==> src/rtl/cash_backing_responder_pkg.sv <==
`default_nettype none
// ============================================================================
// Module   : cash_backing_responder_pkg
// Purpose  : Shared types and constants for the cash backing-store responder:
//            FSM state encoding and latency-timer width.
// Ports    : none (package)
// Config   : CASH_RESPONDER_STATS_EN (used by the top module, not here)
// Revision : 1.0 - initial release
// ============================================================================
package cash_backing_responder_pkg;

  // Latency timers are 4 bits wide, which covers latencies of 1..15 cycles.
  localparam int CASH_LATENCY_W = 4;

  typedef enum logic [2:0] {
    IDLE       = 3'd0,
    READ_WAIT  = 3'd1,
    PRESENT    = 3'd2,
    WRITE_WAIT = 3'd3,
    HANDLED    = 3'd4
  } cash_responder_state_t;

endpackage : cash_backing_responder_pkg
`default_nettype wire

==> src/rtl/cash_backing_responder_if.sv <==
`default_nettype none
// ============================================================================
// Module   : cash_backing_responder_if
// Purpose  : Fetch / unload handshake between the cache (master) and the
//            backing-store responder (slave).
// Signals  : request_string, fetch_address          cache -> responder
//            fetch_data_presented, fetch_data       responder -> cache
//            unload_request, unload_address/data    cache -> responder
//            unloaded_data_handled, busy            responder -> cache
// Config   : none
// Revision : 1.0 - initial release
// ============================================================================
interface cash_backing_responder_if #(
  parameter int ADDRESS_SIZE = 4,
  parameter int DATA_SIZE    = 8
);

  logic                    request_string;
  logic [ADDRESS_SIZE-1:0] fetch_address;
  logic                    fetch_data_presented;
  logic [DATA_SIZE-1:0]    fetch_data;
  logic                    unload_request;
  logic [ADDRESS_SIZE-1:0] unload_address;
  logic [DATA_SIZE-1:0]    unload_data;
  logic                    unloaded_data_handled;
  logic                    busy;

  modport master (
    output request_string, fetch_address,
    output unload_request, unload_address, unload_data,
    input  fetch_data_presented, fetch_data,
    input  unloaded_data_handled, busy
  );

  modport slave (
    input  request_string, fetch_address,
    input  unload_request, unload_address, unload_data,
    output fetch_data_presented, fetch_data,
    output unloaded_data_handled, busy
  );

endinterface : cash_backing_responder_if
`default_nettype wire

==> src/rtl/cash_backing_responder_latency_timer.sv <==
`default_nettype none
// ============================================================================
// Module   : cash_backing_responder_latency_timer
// Purpose  : Loadable down-counter with a zero flag; times both the read and
//            the write wait of the responder.
// Ports    : clk, reset (async active-low)
//            i_load / i_load_value : load a new count (wins over decrement)
//            i_dec                 : decrement, holds at zero
//            o_zero                : count is zero
// Config   : none
// Revision : 1.0 - initial release
// ============================================================================
module cash_backing_responder_latency_timer
  import cash_backing_responder_pkg::*;
(
  input  wire logic                      clk,
  input  wire logic                      reset,
  input  wire logic                      i_load,
  input  wire logic [CASH_LATENCY_W-1:0] i_load_value,
  input  wire logic                      i_dec,
  output logic                           o_zero
);

  logic [CASH_LATENCY_W-1:0] r_count;

  always_ff @(posedge clk or negedge reset) begin
    if (!reset) begin
      r_count <= '0;
    end else if (i_load) begin
      r_count <= i_load_value;
    end else if (i_dec && (r_count != '0)) begin
      r_count <= r_count - CASH_LATENCY_W'(1);
    end
  end

  assign o_zero = (r_count == '0);

endmodule : cash_backing_responder_latency_timer
`default_nettype wire

==> src/rtl/cash_backing_responder.sv <==
`default_nettype none
// ============================================================================
// Module   : cash_backing_responder
// Purpose  : Memory-side responder for the cache. Serves fetches from a local
//            2**ADDRESS_SIZE-word array and writes back evicted words, each
//            with a fixed latency, signalled by one-cycle pulses.
// Ports    : clk, reset (async active-low)
//            bus   : cash_backing_responder_if.slave (fetch/unload handshake)
//            fetch_count, unload_count : saturating pulse counters
//                    (only with CASH_RESPONDER_STATS_EN)
// Config   : CASH_RESPONDER_STATS_EN - adds the statistics counters
// Revision : 1.0 - initial release
// ============================================================================
module cash_backing_responder
  import cash_backing_responder_pkg::*;
#(
  parameter int ADDRESS_SIZE  = 4,
  parameter int DATA_SIZE     = 8,
  parameter int READ_LATENCY  = 2,   // 1..15
  parameter int WRITE_LATENCY = 1    // 1..15
`ifdef CASH_RESPONDER_STATS_EN
  ,
  parameter int STAT_WIDTH    = 16
`endif
) (
  input  wire logic                 clk,
  input  wire logic                 reset,
  cash_backing_responder_if.slave   bus
`ifdef CASH_RESPONDER_STATS_EN
  ,
  output logic [STAT_WIDTH-1:0]     fetch_count,
  output logic [STAT_WIDTH-1:0]     unload_count
`endif
);

  localparam int DEPTH = 2 ** ADDRESS_SIZE;

  // Timer is loaded with latency-1: the transition out of the wait state
  // consumes the final cycle.
  localparam logic [CASH_LATENCY_W-1:0] c_read_load  = CASH_LATENCY_W'(READ_LATENCY - 1);
  localparam logic [CASH_LATENCY_W-1:0] c_write_load = CASH_LATENCY_W'(WRITE_LATENCY - 1);

  cash_responder_state_t     r_state;
  cash_responder_state_t     w_state_next;

  logic [ADDRESS_SIZE-1:0]   r_addr;
  logic [DATA_SIZE-1:0]      r_wdata;
  logic [DATA_SIZE-1:0]      r_fetch_data;
  logic [DATA_SIZE-1:0]      r_mem [DEPTH];

  logic                      w_timer_load;
  logic [CASH_LATENCY_W-1:0] w_timer_value;
  logic                      w_timer_dec;
  logic                      w_timer_zero;
  logic                      w_accept_unload;
  logic                      w_accept_fetch;
  logic                      w_read_done;
  logic                      w_write_done;

  cash_backing_responder_latency_timer u_timer (
    .clk          (clk),
    .reset        (reset),
    .i_load       (w_timer_load),
    .i_load_value (w_timer_value),
    .i_dec        (w_timer_dec),
    .o_zero       (w_timer_zero)
  );

  always_ff @(posedge clk or negedge reset) begin
    if (!reset) begin
      r_state <= IDLE;
    end else begin
      r_state <= w_state_next;
    end
  end

  always_comb begin
    w_state_next    = r_state;
    w_timer_load    = 1'b0;
    w_timer_value   = '0;
    w_timer_dec     = 1'b0;
    w_accept_unload = 1'b0;
    w_accept_fetch  = 1'b0;
    w_read_done     = 1'b0;
    w_write_done    = 1'b0;
    case (r_state)
      IDLE: begin
        // Eviction has priority so a fetch of the same address sees new data.
        if (bus.unload_request) begin
          w_accept_unload = 1'b1;
          w_timer_load    = 1'b1;
          w_timer_value   = c_write_load;
          w_state_next    = WRITE_WAIT;
        end else if (bus.request_string) begin
          w_accept_fetch  = 1'b1;
          w_timer_load    = 1'b1;
          w_timer_value   = c_read_load;
          w_state_next    = READ_WAIT;
        end
      end
      READ_WAIT: begin
        if (w_timer_zero) begin
          w_read_done  = 1'b1;
          w_state_next = PRESENT;
        end else begin
          w_timer_dec  = 1'b1;
        end
      end
      PRESENT:    w_state_next = IDLE;
      WRITE_WAIT: begin
        if (w_timer_zero) begin
          w_write_done = 1'b1;
          w_state_next = HANDLED;
        end else begin
          w_timer_dec  = 1'b1;
        end
      end
      HANDLED:    w_state_next = IDLE;
      default:    w_state_next = IDLE;
    endcase
  end

  // Datapath: request fields are captured at accept so later input changes
  // have no effect on the transaction in flight.
  always_ff @(posedge clk or negedge reset) begin
    if (!reset) begin
      r_addr       <= '0;
      r_wdata      <= '0;
      r_fetch_data <= '0;
      for (int i = 0; i < DEPTH; i++) begin
        r_mem[i] <= '0;
      end
    end else begin
      if (w_accept_unload) begin
        r_addr  <= bus.unload_address;
        r_wdata <= bus.unload_data;
      end else if (w_accept_fetch) begin
        r_addr  <= bus.fetch_address;
      end
      if (w_write_done) begin
        r_mem[r_addr] <= r_wdata;
      end
      if (w_read_done) begin
        r_fetch_data <= r_mem[r_addr];
      end
    end
  end

  assign bus.fetch_data_presented  = (r_state == PRESENT);
  assign bus.unloaded_data_handled = (r_state == HANDLED);
  assign bus.busy                  = (r_state != IDLE);
  assign bus.fetch_data            = r_fetch_data;

`ifdef CASH_RESPONDER_STATS_EN
  logic [STAT_WIDTH-1:0] r_fetch_count;
  logic [STAT_WIDTH-1:0] r_unload_count;

  always_ff @(posedge clk or negedge reset) begin
    if (!reset) begin
      r_fetch_count  <= '0;
      r_unload_count <= '0;
    end else begin
      if ((r_state == PRESENT) && (r_fetch_count != '1)) begin
        r_fetch_count <= r_fetch_count + STAT_WIDTH'(1);
      end
      if ((r_state == HANDLED) && (r_unload_count != '1)) begin
        r_unload_count <= r_unload_count + STAT_WIDTH'(1);
      end
    end
  end

  assign fetch_count  = r_fetch_count;
  assign unload_count = r_unload_count;
`endif

endmodule : cash_backing_responder
`default_nettype wire

==> src/flat_wrapper.sv <==
// flat-port wrapper written by rule: the top's interface ports become plain ports
module cash_backing_responder_flat import cash_backing_responder_pkg::*;
#(
  parameter int ADDRESS_SIZE  = 4,
  parameter int DATA_SIZE     = 8,
  parameter int READ_LATENCY  = 2,           
  parameter int WRITE_LATENCY = 1            

)
  (clk, reset, bus_request_string, bus_fetch_address, bus_unload_request, bus_unload_address, bus_unload_data, bus_fetch_data_presented, bus_fetch_data, bus_unloaded_data_handled, bus_busy);
  cash_backing_responder_if #(.ADDRESS_SIZE(ADDRESS_SIZE), .DATA_SIZE(DATA_SIZE)) bus_i ();
  input  wire logic clk;
  input  wire logic reset;
  input wire logic [$bits(bus_i.request_string)-1:0] bus_request_string;
  input wire logic [$bits(bus_i.fetch_address)-1:0] bus_fetch_address;
  input wire logic [$bits(bus_i.unload_request)-1:0] bus_unload_request;
  input wire logic [$bits(bus_i.unload_address)-1:0] bus_unload_address;
  input wire logic [$bits(bus_i.unload_data)-1:0] bus_unload_data;
  output wire logic [$bits(bus_i.fetch_data_presented)-1:0] bus_fetch_data_presented;
  output wire logic [$bits(bus_i.fetch_data)-1:0] bus_fetch_data;
  output wire logic [$bits(bus_i.unloaded_data_handled)-1:0] bus_unloaded_data_handled;
  output wire logic [$bits(bus_i.busy)-1:0] bus_busy;
  assign bus_i.request_string = bus_request_string;
  assign bus_i.fetch_address = bus_fetch_address;
  assign bus_i.unload_request = bus_unload_request;
  assign bus_i.unload_address = bus_unload_address;
  assign bus_i.unload_data = bus_unload_data;
  assign bus_fetch_data_presented = bus_i.fetch_data_presented;
  assign bus_fetch_data = bus_i.fetch_data;
  assign bus_unloaded_data_handled = bus_i.unloaded_data_handled;
  assign bus_busy = bus_i.busy;
  cash_backing_responder #(.ADDRESS_SIZE(ADDRESS_SIZE), .DATA_SIZE(DATA_SIZE), .READ_LATENCY(READ_LATENCY), .WRITE_LATENCY(WRITE_LATENCY)) u_core (.clk(clk), .reset(reset), .bus(bus_i));
endmodule
==> config.mk <==
export PLATFORM = sky130hd
export DESIGN_NAME = cash_backing_responder_flat
export DESIGN_NICKNAME = d
export VERILOG_FILES = /design/src/rtl/cash_backing_responder_pkg.sv /design/src/rtl/cash_backing_responder_if.sv /design/src/rtl/cash_backing_responder_latency_timer.sv /design/src/rtl/cash_backing_responder.sv /design/src/flat_wrapper.sv
export SDC_FILE = /design/constraint.sdc
export NUM_CORES = 1
export LEC_CHECK = 0
export BUFFER_PORTS_ARGS = -buffer_cell sky130_fd_sc_hd__buf_4
export CAP_MARGIN = 20
export CORE_MARGIN = 2
export CORE_UTILIZATION = 35
export CTS_CLUSTER_SIZE = 25
export DETAILED_ROUTE_END_ITERATION = 7
export PLACE_DENSITY = 0.51
export SLEW_MARGIN = 40
export SYNTH_ARGS = -nofsm -noshare
export SYNTH_HDL_FRONTEND = slang
export SYNTH_SLANG_ARGS = --single-unit
==> constraint.sdc <==
create_clock -name clk -period 3.25 [get_ports clk]
set_clock_uncertainty 0.15 [all_clocks]
set_input_delay 0.325 -clock clk [delete_from_list [all_inputs] [get_ports clk]]
set_output_delay 0.325 -clock clk [all_outputs]
set_load 0.05 [all_outputs]
Word level (Yosys, flattened, before mapping)
Cells that the tools add are included.
- add/subtract/negate cells: 1
- magnitude comparators: 2
- equality and inequality tests: 7
- mux-type cells: 30
- bitwise gates (word level): 1
- reduce and logical (&&, ||, !) cells: 10
- operator list (cell ; count):
    128-bit bitwise mux ; 1
    8-bit binary-select mux with 4-bit select ; 1
    8-bit demux with 4-bit select ; 1
    4-bit two-way mux ; 6
    8-bit two-way mux ; 3
    1-bit two-way mux ; 13
    3-bit two-way mux ; 4
    3-bit one-hot mux with 3 select lines ; 1
    3-bit by 2-bit equality test with 1-bit output, second input constant ; 2
    5-bit >= comparator, second input constant ; 1
    5-bit by 1-bit less-than comparator with 1-bit output, second input constant ; 1
    4-bit inverter with 5-bit output ; 1
    4-bit zero test ; 1
    2-bit != test, second input constant ; 2
    2-bit nonzero test ; 2
    4-bit nonzero test ; 1
    4-bit by 1-bit subtractor with 4-bit output, second input constant ; 1
    3-bit by 1-bit equality test with 1-bit output, second input constant ; 1
    3-bit equality test, second input constant ; 1
    3-bit zero test ; 1
    3-bit != test, second input constant ; 1
    3-bit AND reduction ; 1
    3-bit nonzero test ; 1
    1-bit logical AND ; 2
    2-bit OR reduction ; 1
- register bits after elaboration: 155
- bits of input ports: 20
- output and inout bits: 11
- logic and storage cells: 72

Logic depth before layout (Yosys ltp)
- word-level depth: 6
- mapped depth: 6
- mapped depth without buffers: 6

Hierarchy
From an unflattened synthesis, not the netlist that was laid out.
- cells, all modules: 470
- area total of the unflattened synthesis: 7026.7 sq um
- modules (own cells, without submodules) (module ; times used ; cells each ; area each (sq um) ; sequential area each (sq um)):
    cash_backing_responder ; 1 ; 443 ; 6774.0 ; 3778.6
    cash_backing_responder_latency_timer ; 1 ; 27 ; 252.7 ; 100.1

Worst setup path before layout
Ideal clock, no wire load.
- path type: register -> register
- start point: register u_core.u_timer.r_count[0]
- end point: register u_core.r_mem[0] (netlist name)
- setup time: 0.125 ns
- arrival time: 1.827 ns
- data required time: 2.975 ns
- setup slack: 1.148 ns
- stages on the path, launching flop included: 7
- buffers on the path: 1
- clock period less this slack: 2.102 ns
- cell sequence: dfrtp_1 inv_1 ha_1 nand4_4 buf_6 nor3_4 mux2_2
- longest elaborated chain between the ends: 3
- ends and longest elaborated chain (item ; RTL line ; text):
    start: declaration ; cash_backing_responder_latency_timer.sv:24 ; logic [CASH_LATENCY_W-1:0] r_count;
    start signal: assignment ; cash_backing_responder_latency_timer.sv:30 ; r_count <= i_load_value;
    start signal: assignment ; cash_backing_responder_latency_timer.sv:32 ; r_count <= r_count - CASH_LATENCY_W'(1);
    4-bit zero test ; cash_backing_responder_latency_timer.sv:36 ; assign o_zero = (r_count == '0);
    1-bit two-way mux ; cash_backing_responder.sv:111 ; if (w_timer_zero) begin
    1-bit two-way mux ; cash_backing_responder.sv:86 ; case (r_state)
    end signal: indexed assignment ; cash_backing_responder.sv:141 ; r_mem[r_addr] <= r_wdata;
    end: declaration ; cash_backing_responder.sv:49 ; logic [DATA_SIZE-1:0] r_mem [DEPTH];
Every way passes these cells.
A chain may end at the register's enable or synchronous reset.

Worst setup path after layout
- start point: register u_core.u_timer.r_count[0]
- end point: register u_core.r_mem[100] (netlist name)
The elaborated chain is that of the path after synthesis.

==> summary.md <==
| Metric | Value |
|---|---|
| Crit path kind | `flop to flop` |
| ANT cells | `0` |
| Share of async-settable or async-resettable flops after synthesis | `1.000` |
| Worst IR Drop VDD | `454.7 uV` |
| Synth unique cells | `37` |
| Routability congestion estimate | `0.7602` |
| FF+latch count, synth | `155` |
| Worst setup EP type | `flop` |
| Ys Warns | `0` |
| R2R depth | `6` |
| Avg WL per Cell | `20.46 um` |
| Final Cycle Share | `0.8058` |
| CTS clk-pin slew, worst paths | `60 ps` |
| Initial antenna violation count | `0` |
| Gr usage total | `0.1595` |
| Most frequent cell after synthesis | `dfrtp_1` |
| Area of the core | `0.02010 sq mm` |
| H-Tree Depth | `4` |
| Post-DP HPWL | `10.32 mm` |
| Starting Density | `0.3535` |
| Final setup vio count | `0` |
| Net Count, Synth | `471` |
| Hold path cells | `3` |
| Max cap viols | `0` |
| Max Freq | `381.8 MHz` |
| Drc violations | `0` |
| Worst-case clock buffer depth | `2` |
| Synth top area share | `0.5458` |
| Max FO, Critical Path | `14` |
| Least-Margin Pin Slew | `751.9 ps` |
| Post_cts resized | `0` |
| Latest clock arrival within the worst-skew pair | `430 ps` |
| Top FF cell, synth | `dfrtp_1` |
| PwrDens | `920.0 mW/mm^2` |
| Layout cells sized above 1 | `0.5217` |
| Placed Area | `0.007690 sq mm` |
| Worst hold path class | `input port to flop` |
| Leak pwr | `0.003949 uW` |
| # nets final | `516` |
| Final Hold Viols | `0` |
| EDFF count, synth | `0` |
| CTS tree | `yes` |
| Fin. max-slew vios | `0` |
| Hold Buf Count CTS | `9` |
| Total Wirelength | `15.92 mm` |
| DR pass1 iterations | `4` |
| Largest cells by area after synthesis | `dfrtp_1, mux2_2, mux4_2` |
| Die area | `0.02146 sq mm` |
| Commonest cells post-synth | `dfrtp_1, mux2_2, mux4_2` |
| Root Driver | `clkbuf_16` |
| Crit start category | `flop` |
| Fraction of the yosys area taken by sequential cells | `0.5458` |
| RSZ-0062 raised after global routing | `no` |
| Num Clock Sinks | `155` |
| Area leader, netlist | `dfrtp_1` |
| Site row count | `52` |
| GRT overflow | `0` |
| Largest net degree at the start of global routing | `73` |
| First-pass GRT wire length | `25.90 mm` |
| Synthesized instance count | `450` |
| Design Area, Final | `0.008378 sq mm` |
| Layout area overhead | `17.89%` |
| Mapped Avg Cell Area | `15.79 sq um` |
| Die Span Y | `146.5 um` |
| DRT antenna net count | `0` |
| Io pins | `31` |
| Pre-CTS WS | `642.4 ps` |
| Worst Slack Setup Final | `631.0 ps` |
| CTS Buf Count | `17` |
| WP data arrival | `2780 ps` |
| Die Span X | `146.5 um` |
| 1st-iter DRT viols | `210` |
| Worst EP required | `3410 ps` |
| Mapped cell area | `0.007107 sq mm` |
| Status | `finished, final reports clean` |
| Setup Fix Bufs, Post-CTS | `0` |
| Rel. slew slack | `0.4987` |
| Vias per cell | `5.211` |
| Vias in the first global route | `4356` |
| Setup TNS | `0 ps` |
| Vias post-DR | `4054` |
| I/O Buffers | `30` |
| Min Clock Period, post-route | `2619 ps` |
power by group:
part | switching (uW) | leakage (uW) | total [uW] | internal, uW
combinational | 1140 | 0.00158 | 2370 | 1230
clock | 817 | 0.000275 | 1990 | 1180
sequential | 734 | 0.00209 | 3350 | 2610
critical path: stages (launching register included):
cell	delay, ps
dfrtp_1	410
inv_1	70
ha_1	240
nand4_4	410
nor4_4	630
buf_4	250
mux2_2	330
stage by stage:
step	std cells	power [uW]	hold slack, ps	util
finish	778	7708	30.43	0.4167
CTS	778	7813	15.46	0.4167
global placement	737	5698	252.1	0.3822
detailed placement	737	5784	255.6	0.3825
floorplan	450	5023	-120.6	-
global route	778	8163	34.10	0.4167
flip-flops by register name, indices dropped and copies added, names as in the netlist:
| register | cells |
|---|---|
| u_core.bus.fetch_data | 8 |
| u_core.r_wdata | 8 |
| u_core.u_timer.r_count | 4 |
| u_core.r_state | 3 |
| u_core.r_mem | 128 |
| u_core.r_addr | 4 |
logic make-up (layout without fill, tap and decap cells):
logic type,after synthesis,count (layout),synth area share
AO/OA/AOI/OAI,33,33,0.03187
XOR/XNOR,3,3,0.003698
adder cells (fa/ha/maj),1,1,0.001760
buffers and inverters,33,91,0.02095
flip-flops,155,155,0.5458
multiplexers,181,181,0.3354
AND/OR/NAND/NOR,44,44,0.06057
cell type report:
type / instances / area [sq um]
multi-input combinational: 262 / 3085
fill: 1833 / 11730
timing repair buffer: 54 / 456.7
clock inverter: 12 / 141.4
tap: 270 / 337.8
clock buffer: 20 / 456.7
sequential: 155 / 3881
inverter: 5 / 18.77
path summary, 6_finish.rpt:
| path | slack (ps) | start | end |
|---|---|---|---|
| worst max-delay path | 630 | u_core.u_timer.r_count[0] | u_core.r_mem[100] |
| worst min-delay path | 30 | bus_request_string | u_core.u_timer.r_count[0] |
| worst max register to register | 630 | u_core.u_timer.r_count[0] | u_core.r_mem[100] |
| worst min register to register | 330 | u_core.bus.fetch_data[7] | u_core.bus.fetch_data[7] |
| max in group asynchronous | 1720 | reset | u_core.r_mem[26] |
| min in group asynchronous | 350 | reset | u_core.r_mem[119] |
metal layers:
metal  GRT usage  share of wire  vias to the layer above
met5           0              0                        -
met4     0.05388          0.013                        0
met3     0.03219          0.033                       17
met2      0.2514           0.48                       77
met1      0.2218           0.47                     2181
li1            -              -                     1779
cell usage in the layout (no fill, tap or decap), types with 3 or more instances in the layout:
| cell type | count |
|---|---|
| mux4_2 | 32 |
| o22ai_1 | 8 |
| a21o_1 | 9 |
| nand2b_1 | 4 |
| dlygate4sd3_1 | 9 |
| nor3_4 | 10 |
| clkbuf_16 | 17 |
| clkinv_4 | 4 |
| mux2i_1 | 12 |
| buf_4 | 42 |
| a21oi_1 | 5 |
| nor3b_1 | 3 |
| mux2_2 | 135 |
| nand2_1 | 3 |
| nor2_1 | 8 |
| a211oi_1 | 8 |
| dfrtp_1 | 153 |
| inv_1 | 5 |
| nor4_4 | 4 |
| clkinvlp_4 | 5 |
Note: power is estimated with default switching activity, not from simulation.
